--- src/rtl/ram_port_arbiter_pkg.sv ---
// ram_port_arbiter_pkg
//   Shared definitions for the dual-port RAM arbiter: master IDs, the
//   per-channel arbitration state encoding and small helpers.
//   No ports.
package ram_port_arbiter_pkg;

    localparam logic M0_ID = 1'b0;  // core load/store unit
    localparam logic M1_ID = 1'b1;  // debug/loader

    typedef enum logic [1:0] {
        ST_ARB   = 2'd0,
        ST_LOCK0 = 2'd1,
        ST_LOCK1 = 2'd2
    } arb_state_e;

    function automatic logic other_master(input logic id);
        return ~id;
    endfunction

    function automatic arb_state_e lock_state(input logic id);
        return id ? ST_LOCK1 : ST_LOCK0;
    endfunction

endpackage

--- src/rtl/ram_port_arbiter_if.sv ---
// ram_port_arbiter_if
//   One requester's write and read channels towards the RAM arbiter.
//   master modport: requester side (drives wen/waddr/wdata/wlock, ren/raddr/rlock)
//   slave  modport: arbiter side  (drives wready, rready, rvalid, rdata)
interface ram_port_arbiter_if #(
    parameter int DW = 32,
    parameter int AW = 12
) ();
    logic          wen;
    logic [AW-1:0] waddr;
    logic [DW-1:0] wdata;
    logic          wlock;
    logic          wready;
    logic          ren;
    logic [AW-1:0] raddr;
    logic          rlock;
    logic          rready;
    logic          rvalid;
    logic [DW-1:0] rdata;

    modport master (
        output wen, waddr, wdata, wlock, ren, raddr, rlock,
        input  wready, rready, rvalid, rdata
    );

    modport slave (
        input  wen, waddr, wdata, wlock, ren, raddr, rlock,
        output wready, rready, rvalid, rdata
    );
endinterface

--- src/rtl/ram_port_arbiter_rr_arb2_lock.sv ---
// rr_arb2_lock
//   Two-way round-robin arbiter with burst lock and idle-timeout release.
//   Ports:
//     clk, rst   clock, async active-high reset
//     req_i[1:0] request per master
//     lock_i[1:0] keep the grant after this transfer
//     ready_o[1:0] transfer accepted this cycle (grant && request)
//
//   state    | meaning
//   ---------+-----------------------------------------------------------
//   ST_ARB   | open arbitration, ptr_q picks the winner on contention
//   ST_LOCK0 | M0 owns the channel, M1 held off
//   ST_LOCK1 | M1 owns the channel, M0 held off
module rr_arb2_lock
    import ram_port_arbiter_pkg::*;
#(
    parameter int LOCK_MAX = 16
) (
    input  logic       clk,
    input  logic       rst,
    input  logic [1:0] req_i,
    input  logic [1:0] lock_i,
    output logic [1:0] ready_o
);
    localparam int CW = $clog2(LOCK_MAX + 1);
    localparam logic [CW-1:0] IDLE_LAST = CW'(LOCK_MAX - 1);

    arb_state_e    state_q;
    logic          ptr_q;
    logic [CW-1:0] idle_q;
    logic [1:0]    gnt;
    logic          winner;
    logic          accepted;
    logic          lock_owner;

    always_comb begin
        gnt = 2'b00;
        case (state_q)
            ST_LOCK0: gnt = 2'b01;
            ST_LOCK1: gnt = 2'b10;
            default: begin
                if (req_i == 2'b11) gnt = ptr_q ? 2'b10 : 2'b01;
                else                gnt = req_i;
            end
        endcase
    end

    assign ready_o    = gnt & req_i;
    assign accepted   = |ready_o;
    assign winner     = ready_o[1];
    assign lock_owner = (state_q == ST_LOCK1);

    always_ff @(posedge clk or posedge rst) begin
        if (rst) begin
            state_q <= ST_ARB;
            ptr_q   <= M0_ID;
            idle_q  <= '0;
        end else begin
            case (state_q)
                ST_ARB: begin
                    if (accepted) begin
                        ptr_q  <= other_master(winner);
                        idle_q <= '0;
                        if (lock_i[winner]) state_q <= lock_state(winner);
                    end
                end
                ST_LOCK0, ST_LOCK1: begin
                    if (accepted) begin
                        ptr_q  <= other_master(lock_owner);
                        idle_q <= '0;
                        if (!lock_i[lock_owner]) state_q <= ST_ARB;
                    end else if (idle_q == IDLE_LAST) begin
                        // owner went quiet too long: hand the channel back
                        state_q <= ST_ARB;
                        ptr_q   <= other_master(lock_owner);
                        idle_q  <= '0;
                    end else begin
                        idle_q <= idle_q + 1'b1;
                    end
                end
                default: state_q <= ST_ARB;
            endcase
        end
    end

endmodule

--- src/rtl/ram_port_arbiter.sv ---
// ram_port_arbiter
//   Shares the write and read ports of dual_ram between M0 (LSU) and M1
//   (debug/loader). Channels are arbitrated independently; read data comes
//   back one cycle after acceptance and is steered to the owner.
//   Ports:
//     clk, rst             clock, async active-high reset
//     m0, m1               requester channels (slave modport)
//     ram_w_en_o/addr/data write port to dual_ram, zero latency
//     ram_r_en_o/addr      read port to dual_ram, zero latency
//     ram_r_data_i         dual_ram read data, valid cycle after ram_r_en_o
module ram_port_arbiter
    import ram_port_arbiter_pkg::*;
#(
    parameter int DW       = 32,
    parameter int AW       = 12,
    parameter int LOCK_MAX = 16
) (
    input  logic              clk,
    input  logic              rst,
    ram_port_arbiter_if.slave m0,
    ram_port_arbiter_if.slave m1,
    output logic              ram_w_en_o,
    output logic [AW-1:0]     ram_w_addr_o,
    output logic [DW-1:0]     ram_w_data_o,
    output logic              ram_r_en_o,
    output logic [AW-1:0]     ram_r_addr_o,
    input  logic [DW-1:0]     ram_r_data_i
);
    logic [1:0] w_ready;
    logic [1:0] r_ready;
    logic       rtag_vld_q, rtag_vld_d;
    logic       rtag_own_q, rtag_own_d;

    rr_arb2_lock #(.LOCK_MAX(LOCK_MAX)) u_w_arb (
        .clk     (clk),
        .rst     (rst),
        .req_i   ({m1.wen, m0.wen}),
        .lock_i  ({m1.wlock, m0.wlock}),
        .ready_o (w_ready)
    );

    rr_arb2_lock #(.LOCK_MAX(LOCK_MAX)) u_r_arb (
        .clk     (clk),
        .rst     (rst),
        .req_i   ({m1.ren, m0.ren}),
        .lock_i  ({m1.rlock, m0.rlock}),
        .ready_o (r_ready)
    );

    assign m0.wready = w_ready[0];
    assign m1.wready = w_ready[1];
    assign m0.rready = r_ready[0];
    assign m1.rready = r_ready[1];

    assign ram_w_en_o   = |w_ready;
    assign ram_w_addr_o = w_ready[1] ? m1.waddr : (w_ready[0] ? m0.waddr : '0);
    assign ram_w_data_o = w_ready[1] ? m1.wdata : (w_ready[0] ? m0.wdata : '0);
    assign ram_r_en_o   = |r_ready;
    assign ram_r_addr_o = r_ready[1] ? m1.raddr : (r_ready[0] ? m0.raddr : '0);

    // tag follows the accepted read so the returning word goes to its owner
    assign rtag_vld_d = |r_ready;
    assign rtag_own_d = r_ready[1];

    always_ff @(posedge clk or posedge rst) begin
        if (rst) begin
            rtag_vld_q <= 1'b0;
            rtag_own_q <= M0_ID;
        end else begin
            rtag_vld_q <= rtag_vld_d;
            rtag_own_q <= rtag_own_d;
        end
    end

    assign m0.rvalid = rtag_vld_q && (rtag_own_q == M0_ID);
    assign m1.rvalid = rtag_vld_q && (rtag_own_q == M1_ID);
    assign m0.rdata  = m0.rvalid ? ram_r_data_i : '0;
    assign m1.rdata  = m1.rvalid ? ram_r_data_i : '0;

endmodule

--- src/flat_wrapper.sv ---
// flat-port wrapper written by rule: the top's interface ports become plain ports
module ram_port_arbiter_flat import ram_port_arbiter_pkg::*;
#(
    parameter int DW       = 32,
    parameter int AW       = 12,
    parameter int LOCK_MAX = 16
)
  (clk, rst, ram_w_en_o, ram_w_addr_o, ram_w_data_o, ram_r_en_o, ram_r_addr_o, ram_r_data_i, m0_wen, m0_waddr, m0_wdata, m0_wlock, m0_ren, m0_raddr, m0_rlock, m0_wready, m0_rready, m0_rvalid, m0_rdata, m1_wen, m1_waddr, m1_wdata, m1_wlock, m1_ren, m1_raddr, m1_rlock, m1_wready, m1_rready, m1_rvalid, m1_rdata);
  ram_port_arbiter_if #(.DW(DW), .AW(AW)) m0_i ();
  ram_port_arbiter_if #(.DW(DW), .AW(AW)) m1_i ();
  input  logic clk;
  input  logic rst;
  output logic ram_w_en_o;
  output logic [AW-1:0] ram_w_addr_o;
  output logic [DW-1:0] ram_w_data_o;
  output logic ram_r_en_o;
  output logic [AW-1:0] ram_r_addr_o;
  input  logic [DW-1:0] ram_r_data_i;
  input wire logic [$bits(m0_i.wen)-1:0] m0_wen;
  input wire logic [$bits(m0_i.waddr)-1:0] m0_waddr;
  input wire logic [$bits(m0_i.wdata)-1:0] m0_wdata;
  input wire logic [$bits(m0_i.wlock)-1:0] m0_wlock;
  input wire logic [$bits(m0_i.ren)-1:0] m0_ren;
  input wire logic [$bits(m0_i.raddr)-1:0] m0_raddr;
  input wire logic [$bits(m0_i.rlock)-1:0] m0_rlock;
  output wire logic [$bits(m0_i.wready)-1:0] m0_wready;
  output wire logic [$bits(m0_i.rready)-1:0] m0_rready;
  output wire logic [$bits(m0_i.rvalid)-1:0] m0_rvalid;
  output wire logic [$bits(m0_i.rdata)-1:0] m0_rdata;
  input wire logic [$bits(m1_i.wen)-1:0] m1_wen;
  input wire logic [$bits(m1_i.waddr)-1:0] m1_waddr;
  input wire logic [$bits(m1_i.wdata)-1:0] m1_wdata;
  input wire logic [$bits(m1_i.wlock)-1:0] m1_wlock;
  input wire logic [$bits(m1_i.ren)-1:0] m1_ren;
  input wire logic [$bits(m1_i.raddr)-1:0] m1_raddr;
  input wire logic [$bits(m1_i.rlock)-1:0] m1_rlock;
  output wire logic [$bits(m1_i.wready)-1:0] m1_wready;
  output wire logic [$bits(m1_i.rready)-1:0] m1_rready;
  output wire logic [$bits(m1_i.rvalid)-1:0] m1_rvalid;
  output wire logic [$bits(m1_i.rdata)-1:0] m1_rdata;
  assign m0_i.wen = m0_wen;
  assign m0_i.waddr = m0_waddr;
  assign m0_i.wdata = m0_wdata;
  assign m0_i.wlock = m0_wlock;
  assign m0_i.ren = m0_ren;
  assign m0_i.raddr = m0_raddr;
  assign m0_i.rlock = m0_rlock;
  assign m0_wready = m0_i.wready;
  assign m0_rready = m0_i.rready;
  assign m0_rvalid = m0_i.rvalid;
  assign m0_rdata = m0_i.rdata;
  assign m1_i.wen = m1_wen;
  assign m1_i.waddr = m1_waddr;
  assign m1_i.wdata = m1_wdata;
  assign m1_i.wlock = m1_wlock;
  assign m1_i.ren = m1_ren;
  assign m1_i.raddr = m1_raddr;
  assign m1_i.rlock = m1_rlock;
  assign m1_wready = m1_i.wready;
  assign m1_rready = m1_i.rready;
  assign m1_rvalid = m1_i.rvalid;
  assign m1_rdata = m1_i.rdata;
  ram_port_arbiter #(.DW(DW), .AW(AW), .LOCK_MAX(LOCK_MAX)) u_core (.clk(clk), .rst(rst), .m0(m0_i), .m1(m1_i), .ram_w_en_o(ram_w_en_o), .ram_w_addr_o(ram_w_addr_o), .ram_w_data_o(ram_w_data_o), .ram_r_en_o(ram_r_en_o), .ram_r_addr_o(ram_r_addr_o), .ram_r_data_i(ram_r_data_i));
endmodule
--- config.mk ---
export PLATFORM = sky130hd
export DESIGN_NAME = ram_port_arbiter_flat
export DESIGN_NICKNAME = d
export VERILOG_FILES = /design/src/rtl/ram_port_arbiter_pkg.sv /design/src/rtl/ram_port_arbiter_if.sv /design/src/rtl/ram_port_arbiter_rr_arb2_lock.sv /design/src/rtl/ram_port_arbiter.sv /design/src/flat_wrapper.sv
export SDC_FILE = /design/constraint.sdc
export NUM_CORES = 1
export LEC_CHECK = 0
export ABC_AREA = 1
export BUFFER_PORTS_ARGS = -buffer_cell sky130_fd_sc_hd__buf_2
export CORE_AREA = 4 4 107 109
export CTS_CLUSTER_DIAMETER = 150
export DETAILED_ROUTE_END_ITERATION = 10
export DIE_AREA = 0 0 111 113
export PLACE_DENSITY_LB_ADDON = 0.05
export SLEW_MARGIN = 10
export SYNTH_ARGS = -nofsm -noshare
export SYNTH_HDL_FRONTEND = slang
export SYNTH_SLANG_ARGS = --single-unit
--- constraint.sdc ---
create_clock -name clk -period 2.3 [get_ports clk]
set_input_delay 0.345 -clock clk [delete_from_list [all_inputs] [get_ports clk]]
set_output_delay 0.345 -clock clk [all_outputs]
set_load 0.03 [all_outputs]
Word-level counts from Yosys, hierarchy flattened
Index checks and enable logic that the tools add are counted.

Flip-flop bits (word level): 18. Input port bits: 154. Word-level logic and storage cells: 105.

$add $sub $neg: 2. Order comparisons: 4. Equal/unequal tests: 16. Mux-type cells: 52. Bitwise logic cells: 7. Reductions and logical operators: 16.

Operator list (count): 32-bit 2-to-1 mux (4); 12-bit 2-to-1 mux (4); 2-bit 2-to-1 mux (16); 5-bit 2-to-1 mux (6); 5-bit one-hot mux with 2 select lines (2); 2-bit one-hot mux with 2 select lines (4); 1-bit 2-to-1 mux (14); 5-bit by 1-bit adder with 5-bit output (second input constant) (2); 5-bit by 4-bit equality test with 1-bit output (second input constant) (2); 3-bit inequality test (second input constant) (3); 2-bit equality test (second input constant) (4); 1-bit by 2-bit < comparator with 1-bit output (second input constant) (4); 4-bit AND reduction (2); 2-bit OR reduction (4); 2-bit inequality test (second input constant) (3); 3-bit AND reduction (2); 1-bit NOT (5); 2-bit bitwise AND (2); 2-bit by 1-bit equality test with 1-bit output (second input constant) (2); 2-bit logical NOT (2); 1-bit one-hot mux with 2 select lines (2); 2-bit AND reduction (2); 2-bit nonzero test (2); 3-bit by 2-bit inequality test with 1-bit output (second input constant) (1); 2 further kinds (3).

Depth between registers and ports, before layout
Depth after elaboration: 9. Mapped depth: 12. Gate-level depth less buffers: 11.

Hierarchy
Synthesis repeated with hierarchy kept, for this count alone.

Cells, all modules: 475. Area total of the unflattened synthesis: 2632.5 um2.

By module, submodules not included: ram_port_arbiter (instances 1, cells an instance 299, area each 1388.8 um2, seq. area each 50.0 um2); rr_arb2_lock (instances 2, cells an instance 88, area each 621.8 um2, seq. area each 200.2 um2).

Worst setup path after synthesis
Ideal clock, no wire load.

Path kind: register -> output. Start point: register u_core.u_w_arb.state_q[0]. End point: output port ram_w_data_o[22]. Arrival time: 1781 ps. Data required time: 1955 ps. Path slack: 174 ps. Cell stages (with the launch flop): 10. Cells stage by stage: dfrtp_1 -> inv_1 -> ha_1 -> buf_6 -> nand2_1 -> nand2_2 -> nor2_8 -> buf_2 -> nand3_1 -> nand2_1.

Cells in the longest elaborated chain, start to end: 5. Elaborated cells on any way between the ends: 6. Classes of those cells: eq/ne (2); mux (3); bitwise (1).

RTL lines: start, declared (line ram_port_arbiter_rr_arb2_lock.sv:28) `arb_state_e state_q;`; start signal, assigned (line ram_port_arbiter_rr_arb2_lock.sv:64) `if (lock_i[winner]) state_q <= lock_state(winner);`; 2-bit equality test / 2-bit by 1-bit equality test with 1-bit output (equally long branches) (line ram_port_arbiter_rr_arb2_lock.sv:38) `case (state_q)`; 2-bit one-hot mux with 2 select lines (*) (line ram_port_arbiter_rr_arb2_lock.sv:38); 2-bit bitwise AND (*) (line ram_port_arbiter_rr_arb2_lock.sv:48) `assign ready_o = gnt & req_i;`; via m0_wready (line flat_wrapper.sv:26) `output wire logic [$bits(m0_i.wready)-1:0] m0_wready;`; 32-bit 2-to-1 mux (*) (2 in a row) (line ram_port_arbiter.sv:57) `assign ram_w_data_o = w_ready[1] ? m1.wdata : (w_ready[0] ? m0.wdata : '0);`; end, declared (line flat_wrapper.sv:15) `output logic [DW-1:0] ram_w_data_o;`.

Mark *: on every way through the listed nets, which the timed path passes. The rest lies on a longest branch.

Final worst setup path
Start point: register u_core.u_w_arb.state_q[0]. End point: output port ram_w_data_o[27].

Cells in the longest elaborated chain, start to end: 5. Elaborated cells on any way between the ends: 6. Classes of those cells: eq/ne (2); mux (3); bitwise (1).

RTL lines (line): 2-bit equality test / 2-bit by 1-bit equality test with 1-bit output (equally long branches) (ram_port_arbiter_rr_arb2_lock.sv:38); 2-bit one-hot mux with 2 select lines (*) (ram_port_arbiter_rr_arb2_lock.sv:38); 2-bit bitwise AND (*) (ram_port_arbiter_rr_arb2_lock.sv:48); 32-bit 2-to-1 mux (ram_port_arbiter.sv:57); 32-bit 2-to-1 mux (*) (ram_port_arbiter.sv:57).

Mark *: on every way between the ends. The rest lies on a longest branch, timed or not.

==> out/qor.csv <==
stage,metric,value,unit
global_route,overflow,0,
clock_tree,cts_root_buf,clkbuf_8,
clock_tree,clock-sinks,18,
global_route,grt_pass1_wl,16300,um
floorplanning,placementRows,38,
setup_path,crit_fanout,6,
clock_tree,cts_max_level,1,
setup_path,ff2ff_path_depth,14,
finish,final_cells,896,
run,cap_violations,0,
timing,rsz0062_at_grt,true,
route,wl_met2,6010,um
synthesis,synth_warnings,0,
timing,tns,0,ns
place,routabilityCongestion,0.823,
floorplanning,start_util,0.244,
floorplanning,coreArea,0.0106,mm2
setup_path,cp.arrival,1.93,ns
synthesis,synthesis.area,0.00259,mm2
timing,max_slew.worst_pin.slew,0.927,ns
timing,setup_violations,0,
setup_path,r2r-start,u_core.u_w_arb.state_q[1],
finish,drive_above_1_share,0.520,
timing,hold_slack,0.191,ns
setup_path,endpoint_kind,primary output,
timing,fin_crit_sh,0.991,
place,place_inst,869,
synthesis,synth_nets,627,
route,dr.pass1.iters,4,
setup_path,required,1.96,ns
route,ant_nets,0,
setup_path,worstSetupStartpointType,register,
setup_path,crit_path_max_incr_delay,0.40,ns
finish,fill_cells,1125,
clock_tree,cts_tree,yes,
power,ir_worst_vdd,0.000557,V
finish,final_common_cell,buf_2,
route,m1WireLength,4520,um
place,hpwl,8330,um
route,met3_wirelength,807,um
timing,finalMaxSlewViolations,0,
global_route,grt_pass1_vias,3649,
global_route,antenna_found_initial,0,
finish,antennaDiodeCount,0,
floorplanning,die_w,111,um
power,total_leakage_power,0.00307,uW
setup_path,slowest_stage,dfrtp_1,
timing,fmax,439,MHz
floorplanning,ios,282,
floorplanning,fp.dieArea,0.0125,mm2
timing,finalCriticalPeriod,2.28,ns
route,wire_per_inst,12.8,um
timing,relSlewSlack,0.381,
synthesis,synth_area_per_cell,5.57,um2
place,io_buffers,281,
clock_tree,ctsHoldBuffers,0,
setup_path,path_cells,inv_2 > ha_2 > inv_1 > nand2_1 > nand2_1 > nor2_4 > buf_12 > clkbuf_16 > nand2_1 > nand2_1 > buf_6,
power,power.density_cell_area,1450,mW/mm2
setup_path,path_common_cell,nand2_1,
floorplanning,die_h,113,um
synthesis,ys_ff_latch,18,
timing,hold_viol,0,
route,wirelength,11500,um
finish,syn_to_final_growth,90.2,%
timing,skew,0.00772,ns
setup_path,timing.reg2reg.setup_slack,0.23,ns
route,top_layer,met4,
finish,layout.nets,919,
route,dr_total_vias,3962,
finish,final_cell_mix,"buf_2, nand2_1, nor2_1",
route,drtIter0Drc,159,
clock_tree,clk_latency,0.26,ns
global_route,grt_start_max_net_pins,48,
route,vias_per_cell,4.42,
clock_tree,cts-buffers-inserted,3,
global_route,grt.total_usage,0.149,
synthesis,synthCells,465,
clock_tree,clockBufferDepth,2,
synthesis,synth.distinct_cells,27,
synthesis,synth_seq_area_share,0.174,
clock_tree,clkTransAtPathRegs,0.08,ns
route,drc,0,
outcome,status,"finished, final reports clean",
setup_path,worst_r2r_endpoint,u_core.u_w_arb.ptr_q,
hold_path,hold_path_class,primary input to async pin,
setup_path,worst-setup-path-type,register to primary output,
-- synthesized netlist by cell type (all sizes together) --
library cell  count  share of area
buf              19          0.056
o21a              1         0.0029
nor2             86           0.15
xor2              4          0.014
ha                8          0.039
a21oi             6          0.015
nand3            78           0.16
o21ai            16          0.044
inv              54          0.081
clkbuf            6         0.0087
nand2           163           0.25
a21boi            1         0.0029
nand4             5          0.012
dfrtp            18           0.17
-- flip-flops by register name (all words and copies together), names as in the netlist --
| name | flops |
|---|---|
| u_core.u_w_arb.idle_q | 5 |
| u_core.u_w_arb.state_q | 2 |
| u_core.u_w_arb.ptr_q | 1 |
| u_core.rtag_own_q | 1 |
| u_core.u_r_arb.idle_q | 5 |
| u_core.u_r_arb.ptr_q | 1 |
| u_core.rtag_vld_q | 1 |
| u_core.u_r_arb.state_q | 2 |
-- stage by stage --
stage,cell area [um2],setup slack (ns),util,total power (uW)
3_3_place_gp,4100,0.110,0.387,5540
2_1_floorplan,2590,0.174,-,4280
4_1_cts,4350,0.000469,0.410,6190
5_1_grt,4920,-0.0760,0.464,7620
6_report,4920,0.0212,0.464,7130
3_5_place_dp,4100,0.0512,0.387,5550
-- power breakdown --
group	leakage, uW	internal, uW	switching, uW	total [uW]
logic	0.00280	2360	4030	6390
clock network	0.0000288	152	114	266
registers	0.000239	401	74.3	475
-- worst max-delay path, delay by kind of cell (launching register included) --
family / cells / cell delay (ns)
buffers and inverters: 5 / 0.62
AND/OR/NAND/NOR: 5 / 0.46
flip-flops: 1 / 0.40
adder cells (fa/ha/maj): 1 / 0.20
-- cells by family (layout without fill, tap and decap cells) --
kind of cell             count (synthesis)  after routing  share of synthesized area
AND/OR/NAND/NOR                        332            332                      0.564
buffers and inverters                   79            370                      0.146
AO/OA/AOI/OAI                           24             24                     0.0643
flip-flops                              18             18                      0.174
adder cells (fa/ha/maj)                  8              8                     0.0387
XOR/XNOR                                 4              4                     0.0135
-- per-layer routing --
| metal | GRT usage | vias up |
|---|---|---|
| met5 | 0 | - |
| met4 | 0.0279 | 0 |
| met3 | 0.0316 | 10 |
| met2 | 0.290 | 150 |
| met1 | 0.168 | 1777 |
| li1 | - | 2025 |
-- layout make-up --
cell class | instances | area (um2) | share of cell area
clock buffer | 4 | 55.1 | 0.0112
inverter | 54 | 210 | 0.0427
multi-input combinational | 368 | 1950 | 0.396
sequential | 18 | 450 | 0.0915
tap | 140 | 175 | 0.0356
timing repair buffer | 312 | 2080 | 0.423
-- how the worst max path moves through the flow --
stage / startpoint / cells past startpoint / end
finish: u_core.u_w_arb.state_q[0] / 11 / ram_w_data_o[27]
floorplan: u_core.u_w_arb.state_q[0] / 9 / ram_w_data_o[22]
global route: u_core.u_w_arb.state_q[0] / 11 / ram_w_data_o[27]
detailed placement: u_core.u_w_arb.state_q[0] / 9 / ram_w_addr_o[11]
global placement: u_core.u_w_arb.state_q[0] / 10 / ram_w_data_o[14]
CTS: u_core.u_w_arb.state_q[0] / 10 / ram_w_data_o[17]
-- timing repair --
action / 4_1_cts / 5_1_grt
endpoints found under the setup margin: 61 / 58
pin swaps: 3 / 24
setup buffers: 8 / 7
cloned: 1 / 7
gates resized for setup: 27 / 130
No activity file was read; power rests on OpenSTA's default activity.
